$ cat config.mk
export PLATFORM = sky130hd
export DESIGN_NAME = if_fetch_flat
export DESIGN_NICKNAME = d
export VERILOG_FILES = /design/src/rtl/if_fetch_if.sv /design/src/rtl/if_fetch.sv /design/src/flat_wrapper.sv
export SDC_FILE = /design/constraint.sdc
export NUM_CORES = 1
export LEC_CHECK = 0
export CAP_MARGIN = 15
export CORE_ASPECT_RATIO = 0.5
export CORE_MARGIN = 2
export CORE_UTILIZATION = 49
export CTS_BUF_LIST = sky130_fd_sc_hd__clkbuf_8 sky130_fd_sc_hd__clkbuf_16
export CTS_CLUSTER_SIZE = 16
export DETAILED_ROUTE_END_ITERATION = 7
export HOLD_SLACK_MARGIN = 0.05
export PLACE_DENSITY_LB_ADDON = 0.08
export SYNTH_ARGS = -nofsm -noshare
export SYNTH_HDL_FRONTEND = slang
export SYNTH_SLANG_ARGS = --single-unit
$ cat constraint.sdc
create_clock -name clk -period 2.37 [get_ports clk]
set_input_delay 0.474 -clock clk [delete_from_list [all_inputs] [get_ports clk]]
set_output_delay 0.474 -clock clk [all_outputs]
set_load 0.02 [all_outputs]
$ cat src/rtl/if_fetch_if.sv
// ---------------------------------------------------------------------------
// if_fetch_if
//
// Instruction-memory request/response bus between the fetch stage (master)
// and a variable-latency instruction memory (slave).
//
// Handshake: the master raises imem_req with imem_addr and keeps both stable
// until the slave answers with a single-cycle imem_ack carrying imem_rdata.
// The slave returns at most one ack per request, and never in the first cycle
// a request is asserted. The transfer completes on the rising edge where
// imem_req and imem_ack are both high.
//
// Signals:
//   imem_req    master -> slave  request valid
//   imem_addr   master -> slave  word address [31:2]
//   imem_ack    slave  -> master response valid
//   imem_rdata  slave  -> master instruction word
// ---------------------------------------------------------------------------
interface if_fetch_if;
    logic        imem_req;
    logic [29:0] imem_addr;
    logic        imem_ack;
    logic [31:0] imem_rdata;

    modport master (
        output imem_req,
        output imem_addr,
        input  imem_ack,
        input  imem_rdata
    );

    modport slave (
        input  imem_req,
        input  imem_addr,
        output imem_ack,
        output imem_rdata
    );
endinterface

$ cat src/rtl/if_fetch.sv
// ---------------------------------------------------------------------------
// if_fetch
//
// Instruction-fetch stage. Owns the PC, fetches word-aligned instructions
// from a variable-latency memory, parks a returned instruction while decode
// is stalled, and feeds decode through the IF/ID register
// (id_data = {PC+1, instr}). Redirects on decode jumps and on commit-stage
// misprediction corrections; a wrong-path request still in flight is drained
// and its response thrown away.
//
// Ports:
//   clk, rst        clock, synchronous active-high reset
//   imem            instruction-memory bus (master side)
//   stall           freeze IF/ID and the PC
//   flush           clear id_valid at the next edge
//   jpc_avail, npc  decode redirect (only taken when id_valid & ~stall)
//   correct_valid,
//   correct_pc      commit-stage correction, highest priority
//   id_data         {PCP1[31:2], instr[31:0]} to decode
//   id_valid        id_data holds a real instruction
//   state_dbg       current fetch FSM state (debug observation)
// ---------------------------------------------------------------------------
module if_fetch #(
    parameter logic [29:0] RESET_PC = 30'h0000_0C00
) (
    input  logic        clk,
    input  logic        rst,
    if_fetch_if.master  imem,
    input  logic        stall,
    input  logic        flush,
    input  logic        jpc_avail,
    input  logic [29:0] npc,
    input  logic        correct_valid,
    input  logic [29:0] correct_pc,
    output logic [61:0] id_data,
    output logic        id_valid,
    output logic [1:0]  state_dbg
);

    typedef enum logic [1:0] {
        S_REQ   = 2'd0,  // request outstanding at pc
        S_HOLD  = 2'd1,  // instruction parked in hold_buf, no request
        S_DRAIN = 2'd2   // wrong-path request outstanding at drain_addr
    } state_t;

    state_t      state, state_nx;
    logic [29:0] pc, pc_nx;
    logic [29:0] pc_inc;
    logic [29:0] drain_addr, drain_addr_nx;
    logic [31:0] hold_buf, hold_buf_nx;
    logic [61:0] id_data_nx;
    logic        id_valid_nx;

    logic        jmp_take;
    logic        redirect;
    logic [29:0] redirect_pc;

    // A decode jump is only real when decode actually holds an instruction
    // and is not stalled; a correction is unconditional and wins.
    assign jmp_take    = jpc_avail & id_valid & ~stall;
    assign redirect    = correct_valid | jmp_take;
    assign redirect_pc = correct_valid ? correct_pc : npc;

    // Modulo 2^30: the top word wraps to 0 silently.
    assign pc_inc = pc + 30'd1;

    always_comb begin
        state_nx      = state;
        pc_nx         = pc;
        drain_addr_nx = drain_addr;
        hold_buf_nx   = hold_buf;
        id_data_nx    = id_data;
        // Without a load, a stalled IF/ID keeps its content; otherwise decode
        // has consumed it and a bubble follows.
        id_valid_nx   = stall ? id_valid : 1'b0;

        unique case (state)
            S_REQ: begin
                if (redirect) begin
                    pc_nx       = redirect_pc;
                    id_valid_nx = 1'b0;
                    // Data arriving this cycle is simply dropped; otherwise
                    // the old request must still be completed and ignored.
                    if (!imem.imem_ack) begin
                        state_nx      = S_DRAIN;
                        drain_addr_nx = pc;
                    end
                end else if (imem.imem_ack) begin
                    if (stall) begin
                        hold_buf_nx = imem.imem_rdata;
                        state_nx    = S_HOLD;
                    end else begin
                        id_data_nx  = {pc_inc, imem.imem_rdata};
                        id_valid_nx = 1'b1;
                        pc_nx       = pc_inc;
                    end
                end
            end

            S_HOLD: begin
                if (redirect) begin
                    pc_nx       = redirect_pc;
                    id_valid_nx = 1'b0;
                    state_nx    = S_REQ;
                end else if (!stall) begin
                    // pc still addresses the parked instruction.
                    id_data_nx  = {pc_inc, hold_buf};
                    id_valid_nx = 1'b1;
                    pc_nx       = pc_inc;
                    state_nx    = S_REQ;
                end
            end

            S_DRAIN: begin
                if (redirect) begin
                    pc_nx       = redirect_pc;
                    id_valid_nx = 1'b0;
                end
                // Only the one outstanding response is discarded.
                if (imem.imem_ack) begin
                    state_nx = S_REQ;
                end
            end

            default: begin
                state_nx = S_REQ;
            end
        endcase

        // The controller's squash overrides any load into IF/ID.
        if (flush) begin
            id_valid_nx = 1'b0;
        end
    end

    always_ff @(posedge clk) begin
        if (rst) begin
            state      <= S_REQ;
            pc         <= RESET_PC;
            drain_addr <= 30'd0;
            hold_buf   <= 32'd0;
            id_data    <= 62'd0;
            id_valid   <= 1'b0;
        end else begin
            state      <= state_nx;
            pc         <= pc_nx;
            drain_addr <= drain_addr_nx;
            hold_buf   <= hold_buf_nx;
            id_data    <= id_data_nx;
            id_valid   <= id_valid_nx;
        end
    end

    // The request is held off while reset is asserted so that no fetch is
    // issued in the reset cycle itself; it comes up the cycle rst drops.
    assign imem.imem_req  = ~rst & ((state == S_REQ) | (state == S_DRAIN));
    assign imem.imem_addr = (state == S_DRAIN) ? drain_addr : pc;
    assign state_dbg      = state;

endmodule
$ cat src/flat_wrapper.sv
// flat-port wrapper written by rule: the top's interface ports become plain ports
module if_fetch_flat 
#(
    parameter logic [29:0] RESET_PC = 30'h0000_0C00
)
  (clk, rst, stall, flush, jpc_avail, npc, correct_valid, correct_pc, id_data, id_valid, state_dbg, imem_imem_req, imem_imem_addr, imem_imem_ack, imem_imem_rdata);
  if_fetch_if imem_i ();
  input  logic clk;
  input  logic rst;
  input  logic stall;
  input  logic flush;
  input  logic jpc_avail;
  input  logic [29:0] npc;
  input  logic correct_valid;
  input  logic [29:0] correct_pc;
  output logic [61:0] id_data;
  output logic id_valid;
  output logic [1:0] state_dbg;
  output wire logic [$bits(imem_i.imem_req)-1:0] imem_imem_req;
  output wire logic [$bits(imem_i.imem_addr)-1:0] imem_imem_addr;
  input wire logic [$bits(imem_i.imem_ack)-1:0] imem_imem_ack;
  input wire logic [$bits(imem_i.imem_rdata)-1:0] imem_imem_rdata;
  assign imem_imem_req = imem_i.imem_req;
  assign imem_imem_addr = imem_i.imem_addr;
  assign imem_i.imem_ack = imem_imem_ack;
  assign imem_i.imem_rdata = imem_imem_rdata;
  if_fetch #(.RESET_PC(RESET_PC)) u_core (.clk(clk), .rst(rst), .imem(imem_i), .stall(stall), .flush(flush), .jpc_avail(jpc_avail), .npc(npc), .correct_valid(correct_valid), .correct_pc(correct_pc), .id_data(id_data), .id_valid(id_valid), .state_dbg(state_dbg));
endmodule
==> results.cfg <==
[route]
avgViaCountPerCell = 5.598
wirelength_mm = 21.55
dr.first_iter.drc_count = 567
vias = 7344
ant_nets = 0
drc = 0
drt-wirelength-per-cell_um = 16.43
drt_pre_antenna_iters = 5

[synth]
ys_seq_elements = 157
postSynthAreaPerCell_sq_um = 8.150
syn_nets = 1017
yosys_most_used_dff = dfxtp_1
syn-instance-count = 917
yosysSeqAreaShare_pct = 42.06
synth_async_sr_flop_share_pct = 0
ys_warn_count = 0
ys_types = 53
synth_edf_count = 0
syn_area_sq_mm = 0.007473

[finish]
fin_util_pct = 70.76
instances_no_fill = 1312
final_area_sq_mm = 0.01040
multi_input_area_sq_mm = 0.003990
diodes = 0
nets = 1201
drive_above_1_share_pct = 12.39
ff_latch_area_sq_mm = 0.003143
n_fill_cell = 1189
syn_to_final_growth_pct = 39.18

[critical_path]
crit_path_start_kind = flop
worst_ep_required_time_ns = 1.90
path_cells = nor2b_4 -> buf_12 -> mux2_2 -> dlygate4sd2_1
slowest_stage = mux2_2
crit_fanout = 35
critPathMaxStageDelay_ns = 0.37
cp.arrival_ns = 1.84
worstSetupPathType = reg -> out
end_kind = output port

[grt]
grt_pass1_wl_mm = 34.77
antenna_found_initial = 0
busiest_layer = met2
grt_pass1_vias = 6993
met3_usage_pct = 5.528
overflow = 0
met1_usage_pct = 36.14
grtUsageTotal_pct = 26.78
grt_use_met2_pct = 44.24
grt_start_max_net_pins = 86

[cts]
clk_pin_slew_worst_paths_ns = 0.06
cts_tree = yes
hold_buffers = 0
clk_latency_ns = 0.42
cts-buffers-inserted = 17
clock_path_buffers = 2
cts_sinks = 157
root_buffer = clkbuf_16
htree_levels = 4

[power]
irDropWorstVdd_v = 0.0004999
leakage_uw = 0.003956
p_per_area_mw_per_mm2 = 668.7

[timing]
hold_viol = 0
rsz0062_at_grt = no
finalSetupTns_ns = 0
min_period_ns = 2.315
holdWs_ns = 0.4550
tightest_slew_ns = 0.7150
finalClockSkew_ns = 0.009898
max_freq_mhz = 432.0
slew_viol_final = 0
finalSetupViolCount = 0
period_share_pct = 97.68
maxSlewHeadroom_pct = 52.33

[floorplanning]
ios = 195
chipHeight_um = 91.33
rows = 31
die_w_um = 178.7
die_area_sq_mm = 0.01632
core_sq_mm = 0.01470
start_util_pct = 50.84

[place]
hpwl_mm = 14.98
placed_area_sq_mm = 0.009819
gp_congestion = 0.8445
io_buffers = 194
placedCellCount = 1280

[flow_run]
maxCapViolCount = 0

[min_path]
hp-class = reg -> reg

[outcome]
outcome = finished clean
registers in the layout, indices dropped and copies added, names as in the netlist:
register           cells
u_core.id_data        62
u_core.hold_buf       32
u_core.drain_addr     30
u_core.pc             30
u_core.state_dbg       2
u_core.id_valid        1
path summary, 6_finish.rpt:
kind                          from                    end  slack [ns]  depth (start not counted)
max            u_core.state_dbg[1]     imem_imem_addr[15]        0.05                          4
min          u_core.drain_addr[25]  u_core.drain_addr[25]        0.45                          2
max reg2reg           u_core.pc[2]     u_core.id_data[55]        0.16                          5
min reg2reg  u_core.drain_addr[25]  u_core.drain_addr[25]        0.45                          2
power by group:
part	internal, uW	leakage, uW	switching [uW]
Sequential	2780	0.00128	121
Clock	1630	0.000300	1210
Combinational	587	0.00238	638
cell families (layout without fill, tap and decap cells):
group | count (synthesis) | after routing | synth area share [%]
simple gates | 342 | 342 | 20.41
compound gates | 213 | 213 | 17.75
flops | 157 | 157 | 42.06
buf+inv | 95 | 292 | 4.872
mux | 84 | 84 | 11.82
xor+xnor | 25 | 25 | 2.930
fa+ha+maj | 1 | 1 | 0.1674
repair_timing:
item	4_1_cts	5_1_grt
gates resized for setup	30	8
buffers inserted	0	0
endpoints found under the setup margin	30	8
pin swaps	0	0
worst max-delay path: cells and delay by family, from the launching register on:
| family | cells | cell delay, ns |
|---|---|---|
| buf+inv | 2 | 0.54 |
| flops | 1 | 0.33 |
| mux | 1 | 0.37 |
| simple gates | 1 | 0.18 |
layer usage:
| layer | up-vias | part of all wire, % |
|---|---|---|
| met2 | 265 | 46 |
| li1 | 3601 | - |
| met4 | 0 | 1.2 |
| met1 | 3454 | 46 |
| met3 | 24 | 6.8 |
| met5 | - | 0 |
layout make-up:
class | count | area share [%]
multi-input cells | 665 | 38.36
flip-flops and latches | 157 | 30.22
repair buffers | 249 | 22.78
clock buffers | 18 | 4.222
well taps | 198 | 2.382
clock inverters | 14 | 1.636
inverters | 11 | 0.3970
cell usage after synthesis, drive strengths merged (17+ instances only):
| cell | n | area [sq um] |
|---|---|---|
| dfxtp | 157 | 3143 |
| a211oi | 54 | 410.4 |
| mux2i | 50 | 500.5 |
| mux2 | 34 | 382.9 |
| a21oi | 90 | 450.4 |
| xnor2 | 17 | 148.9 |
| nor3 | 17 | 85.08 |
| clkbuf | 75 | 282.8 |
| o21ai | 29 | 145.1 |
| nor2 | 85 | 319.1 |
| nand3 | 22 | 110.1 |
| nand2 | 165 | 619.3 |
stage by stage:
stage | total power (uW) | setup slack [ns]
floorplan | 3595 | 0.04209
detailed placement | 4196 | 0.07293
finish | 6956 | 0.05500
global placement | 4172 | 0.07727
CTS | 6975 | 0.03524
global route | 7207 | 0.0006799
cell usage in the layout (no fill, tap or decap), drive strengths merged, types with 8 or more instances in the layout:
master	n
xor2	8
nand3	22
clkdlybuf4s15	8
nor3	17
inv	19
a21oi	90
o21ai	29
clkbuf	18
nand4	13
a211oi	54
mux2	34
nor2	85
dlygate4sd2	22
nor4	12
buf	57
clkdlybuf4s50	162
xnor2	17
mux2i	50
dfxtp	157
nand2	165
No activity file was read; power rests on OpenSTA's default activity.
==> patch 1 (same flow settings) <==
`drain_addr`, `hold_buf` and `id_data` no longer have a reset.
--- a/src/rtl/if_fetch.sv
+++ b/src/rtl/if_fetch.sv
@@ -139,5 +139,2 @@
             pc         <= RESET_PC;
-            drain_addr <= 30'd0;
-            hold_buf   <= 32'd0;
-            id_data    <= 62'd0;
             id_valid   <= 1'b0;
@@ -146,7 +143,10 @@
             pc         <= pc_nx;
-            drain_addr <= drain_addr_nx;
-            hold_buf   <= hold_buf_nx;
-            id_data    <= id_data_nx;
             id_valid   <= id_valid_nx;
         end
+    end
+
+    always_ff @(posedge clk) begin
+        drain_addr <= drain_addr_nx;
+        hold_buf   <= hold_buf_nx;
+        id_data    <= id_data_nx;
     end
Formal check against the unedited RTL: not equivalent (Yosys sat finds a counterexample within 4 cycles, from zero or initial values and one cycle with rst high).
==> patch 1 against the unedited design <==
  * Sequential cell count unchanged
  * Synthesized area down 3.3%
  * Power down 0.64%
  * Clock power down 4%
  * Routed wire length down 15%
  * Count of clock-buffer cells in the layout down 1
  * Setup slack better by 15 ps
  * Largest cell class is now registers
  * Critical endpoint is now imem_imem_addr[2]
  * Cell area down 0.95%
==> patch 1: results <==
set metrics [dict create \
    use_met2_pct 36.91 \
    antenna_cells 0 \
    peakVddDrop_v 0.0004848 \
    vias 5564 \
    worstHoldPathType "reg2reg" \
    synth_commonest_cells "edfxtp_1 (124), mux2_2 (59), nor2_1 (40), o21ai_0 (40)" \
    clk_latency_ps 420 \
    grt_use_met3_pct 4.780 \
    num-nets-final 894 \
    hpwl_um 12470 \
    grt_usage_pct 23.57 \
    async_flop_share_pct 0 \
    arrival_ps 1830 \
    power.leakage_nw 3.746 \
    grt_pass1_vias 5384 \
    status "completed" \
    routed_wl_um 18300 \
    synth-seq-area-share_pct 60.68 \
    synth_ff_type "edfxtp_1" \
    synth_edf_count 124 \
    critPathTopFamily "buffers and inverters" \
    h-tree-depth 4 \
    slowest_delay_ps 360 \
    dr.pass1.iters 5 \
    synth_area_leaders "edfxtp_1 (52%), mux2_2 (9.2%), dfxtp_1 (9.1%), mux2i_1 (3.5%), o21ai_0 (2.8%)" \
    initialDrtViolationCount 418 \
    via_per_inst 5.536 \
    gp_congestion 0.8151 \
    skew_ps 8.010 \
    cts_buffers 17 \
    fillers 1071 \
    dpl.cell_count 973 \
    cts_max_path_buffers 2 \
    areaGrowthSynthToFinish_pct 42.58 \
    place_ws_ps 8.248 \
    cp_max_fo 36 \
    antenna_found_initial 0 \
    netlist_instances 579 \
    tightestPinTransition_ps 605.9 \
    place_area_um2 9737 \
    fin_tns_setup_ps 0 \
    synth_cell_types 48 \
    drive_gt1_share_pct 18.59 \
    clkSlewWorstSetupHoldPaths_ps 60 \
    reg.largest.list "u_core.id_data x62, u_core.hold_buf x32" \
    syn-num-nets 679 \
    grt_pass1_wl_um 28860 \
    portBuffers 194 \
    grt_max_degree 47 \
    slowest_stage "mux2_2" \
    ys_warn_count 0 \
    cts-root-buf "clkbuf_16" \
    grt_use_met1_pct 32.95 \
]
==> patch 1: timing repair <==
action	in CTS	in global routing
endpoints found under the setup margin	30	11
hold buffers	0	0
resized for setup	30	10
buffers inserted	0	0
endpoints found under the hold margin	0	0
==> patch 1: cell families (layout without fill, tap and decap cells) <==
logic type,count (synthesis),in the layout,synth area share [%]
xor+xnor,28,28,3.394
buf+inv,47,275,2.736
flops,157,157,60.68
fa+ha+maj,1,1,0.1731
simple gates,156,156,11.81
compound gates,106,106,8.554
mux,84,84,12.66
==> patch 1: final timing paths <==
| path | start | endpoint | slack, ps | cells after the start |
|---|---|---|---|---|
| hold / removal | u_core.pc[5] | u_core.drain_addr[5] | 530 | 0 |
| setup reg to reg | u_core.pc[0] | u_core.pc[28] | 260 | 6 |
| setup / recovery | u_core.state_dbg[1] | imem_imem_addr[2] | 70 | 4 |
| hold reg to reg | u_core.pc[5] | u_core.drain_addr[5] | 530 | 0 |
==> patch 1: worst reg2reg max path, cell delays in order (launching register included) <==
cell and delay [ps]:
dfxtp_2 430, ha_1 300, nand4_1 170, nor4_2 240, nand3_1 210, or4_1 540
a31oi_1 160
==> patch 1: report_power, final <==
| part | leakage [nW] | internal [W] | switching (W) |
|---|---|---|---|
| clock | 0.293 | 0.00157 | 0.00115 |
| combinational | 2.03 | 0.000495 | 0.000486 |
| sequential | 1.42 | 0.00312 | 0.0000898 |
==> patch 1: layout make-up <==
type,instances,area share (%)
clock inverter,15,1.603
tap,198,2.405
sequential,157,42.57
clock buffer,17,4.129
inverter,5,0.1822
multi-input combinational,375,26.39
timing repair buffer,238,22.72
==> patch 1: routing by layer <==
metal	part of all wire, %	vias to the layer above
li1	-	2630
met1	46	2689
met2	46	223
met3	7.0	22
met4	1.4	0
met5	0	-
==> patch 2 (same settings) <==
Without the edit above. `RESET_PC` is set to 30'h0000_0C00 in 2 places; all go to 30'h00000800.
--- a/src/rtl/if_fetch.sv
+++ b/src/rtl/if_fetch.sv
@@ -23,3 +23,3 @@
 module if_fetch #(
-    parameter logic [29:0] RESET_PC = 30'h0000_0C00
+    parameter logic [29:0] RESET_PC = 30'h00000800
 ) (
--- a/src/flat_wrapper.sv
+++ b/src/flat_wrapper.sv
@@ -3,3 +3,3 @@
 #(
-    parameter logic [29:0] RESET_PC = 30'h0000_0C00
+    parameter logic [29:0] RESET_PC = 30'h00000800
 )
Function: changed (a bounded check fails within 4 cycles, from zero or initial values and one cycle with rst high).
==> patch 2 against the unedited design <==
  * Cell area rose by 0.23%
  * Critical endpoint is now imem_imem_addr[25]
  * Count of clock-buffer cells in the layout decreased by 1
  * Register-to-register slack improved by 30 ps
  * Sequential cell count is the same
  * Largest power group unchanged
  * Via count increased by 0.11%
  * Highest routed layer unchanged
  * Setup slack gained 13 ps
  * Fmax grew 0.57%
  * Routed wire length decreased by 1.1%
  * Power fell by 2.3%
  * Synthesized area about the same
  * Critical path depth unchanged
==> patch 2: results <==
set metrics [dict create \
    status "completed" \
    routed_wl_um 21320 \
    buf_share_pct 23.24 \
    multi_input_cells 670 \
    vias 7352 \
    synth_cell_types 50 \
    initialDrtViolationCount 579 \
    clock_area_share_pct 5.485 \
    p_clk_w 0.00268 \
    dieArea_um2 16330 \
    m1WireLength_um 9945 \
    seq_share_pct 30.15 \
    cp_max_fo 19 \
    place_ws_ps 9.673 \
    syn-num-nets 1021 \
    p_comb_share_pct 18.0 \
    use_met2_pct 41.76 \
    power.switching_w 0.001951 \
    multi_input_area_um2 3999 \
    final.setup.worst_slack_ps 68.15 \
    grt_pass1_wl_um 34310 \
    grt_max_degree 98 \
    skew_ps 14.26 \
    hp-start "u_core.drain_addr[29]" \
    power.leakage_nw 4.011 \
    n_all_buffers 254 \
    grt_use_met1_pct 35.83 \
    slowest_stage "dlygate4sd2_1" \
    grt_pass1_vias 6842 \
    synth-seq-area-share_pct 42.03 \
    holdPathEnd "u_core.drain_addr[29]" \
    reg2reg_slack_ps 190 \
    slowest_delay_ps 350 \
    wl_met3_um 1570 \
    drive_gt1_share_pct 12.56 \
    place_area_um2 9891 \
    fin_hold_ws_ps 452.4 \
    slew_headroom_pct 33.17 \
    instances_no_fill 1321 \
    worstReg2RegStart "u_core.pc[11]" \
    h-tree-depth 4 \
    peakVddDrop_v 0.0005369 \
]
## patch 2: cell count changes in the layout (fill, tap and decap cells not counted), sizes merged, moves of 3 or more
cell | unedited run | this run
o21ai | 29 | 33
buf | 57 | 62
nor2 | 85 | 89
nand2 | 165 | 162
a21oi | 90 | 93
dlygate4sd2 | 22 | 30
clkdlybuf4s15 | 8 | 0
## patch 2: worst max-delay path, delay by kind of cell, from the launching register on
kind,cells,cell delay (ps)
buf+inv,2,540
flops,1,330
mux,1,340
simple gates,1,200
## patch 2: logic make-up after synthesis
| logic type | synth area share (%) |
|---|---|
| multiplexers | 11.80 |
| adder cells (fa/ha/maj) | 0.1673 |
| buffers and inverters | 4.818 |
| flip-flops | 42.03 |
| XOR/XNOR | 2.928 |
| AO/OA/AOI/OAI | 17.53 |
| AND/OR/NAND/NOR | 20.73 |
## patch 2: timing repair
action                     4_1_cts  5_1_grt
setup buffers                    0        0
resized for setup               30        0
setup endpoints to repair       30        0
hold endpoints to repair         0        0
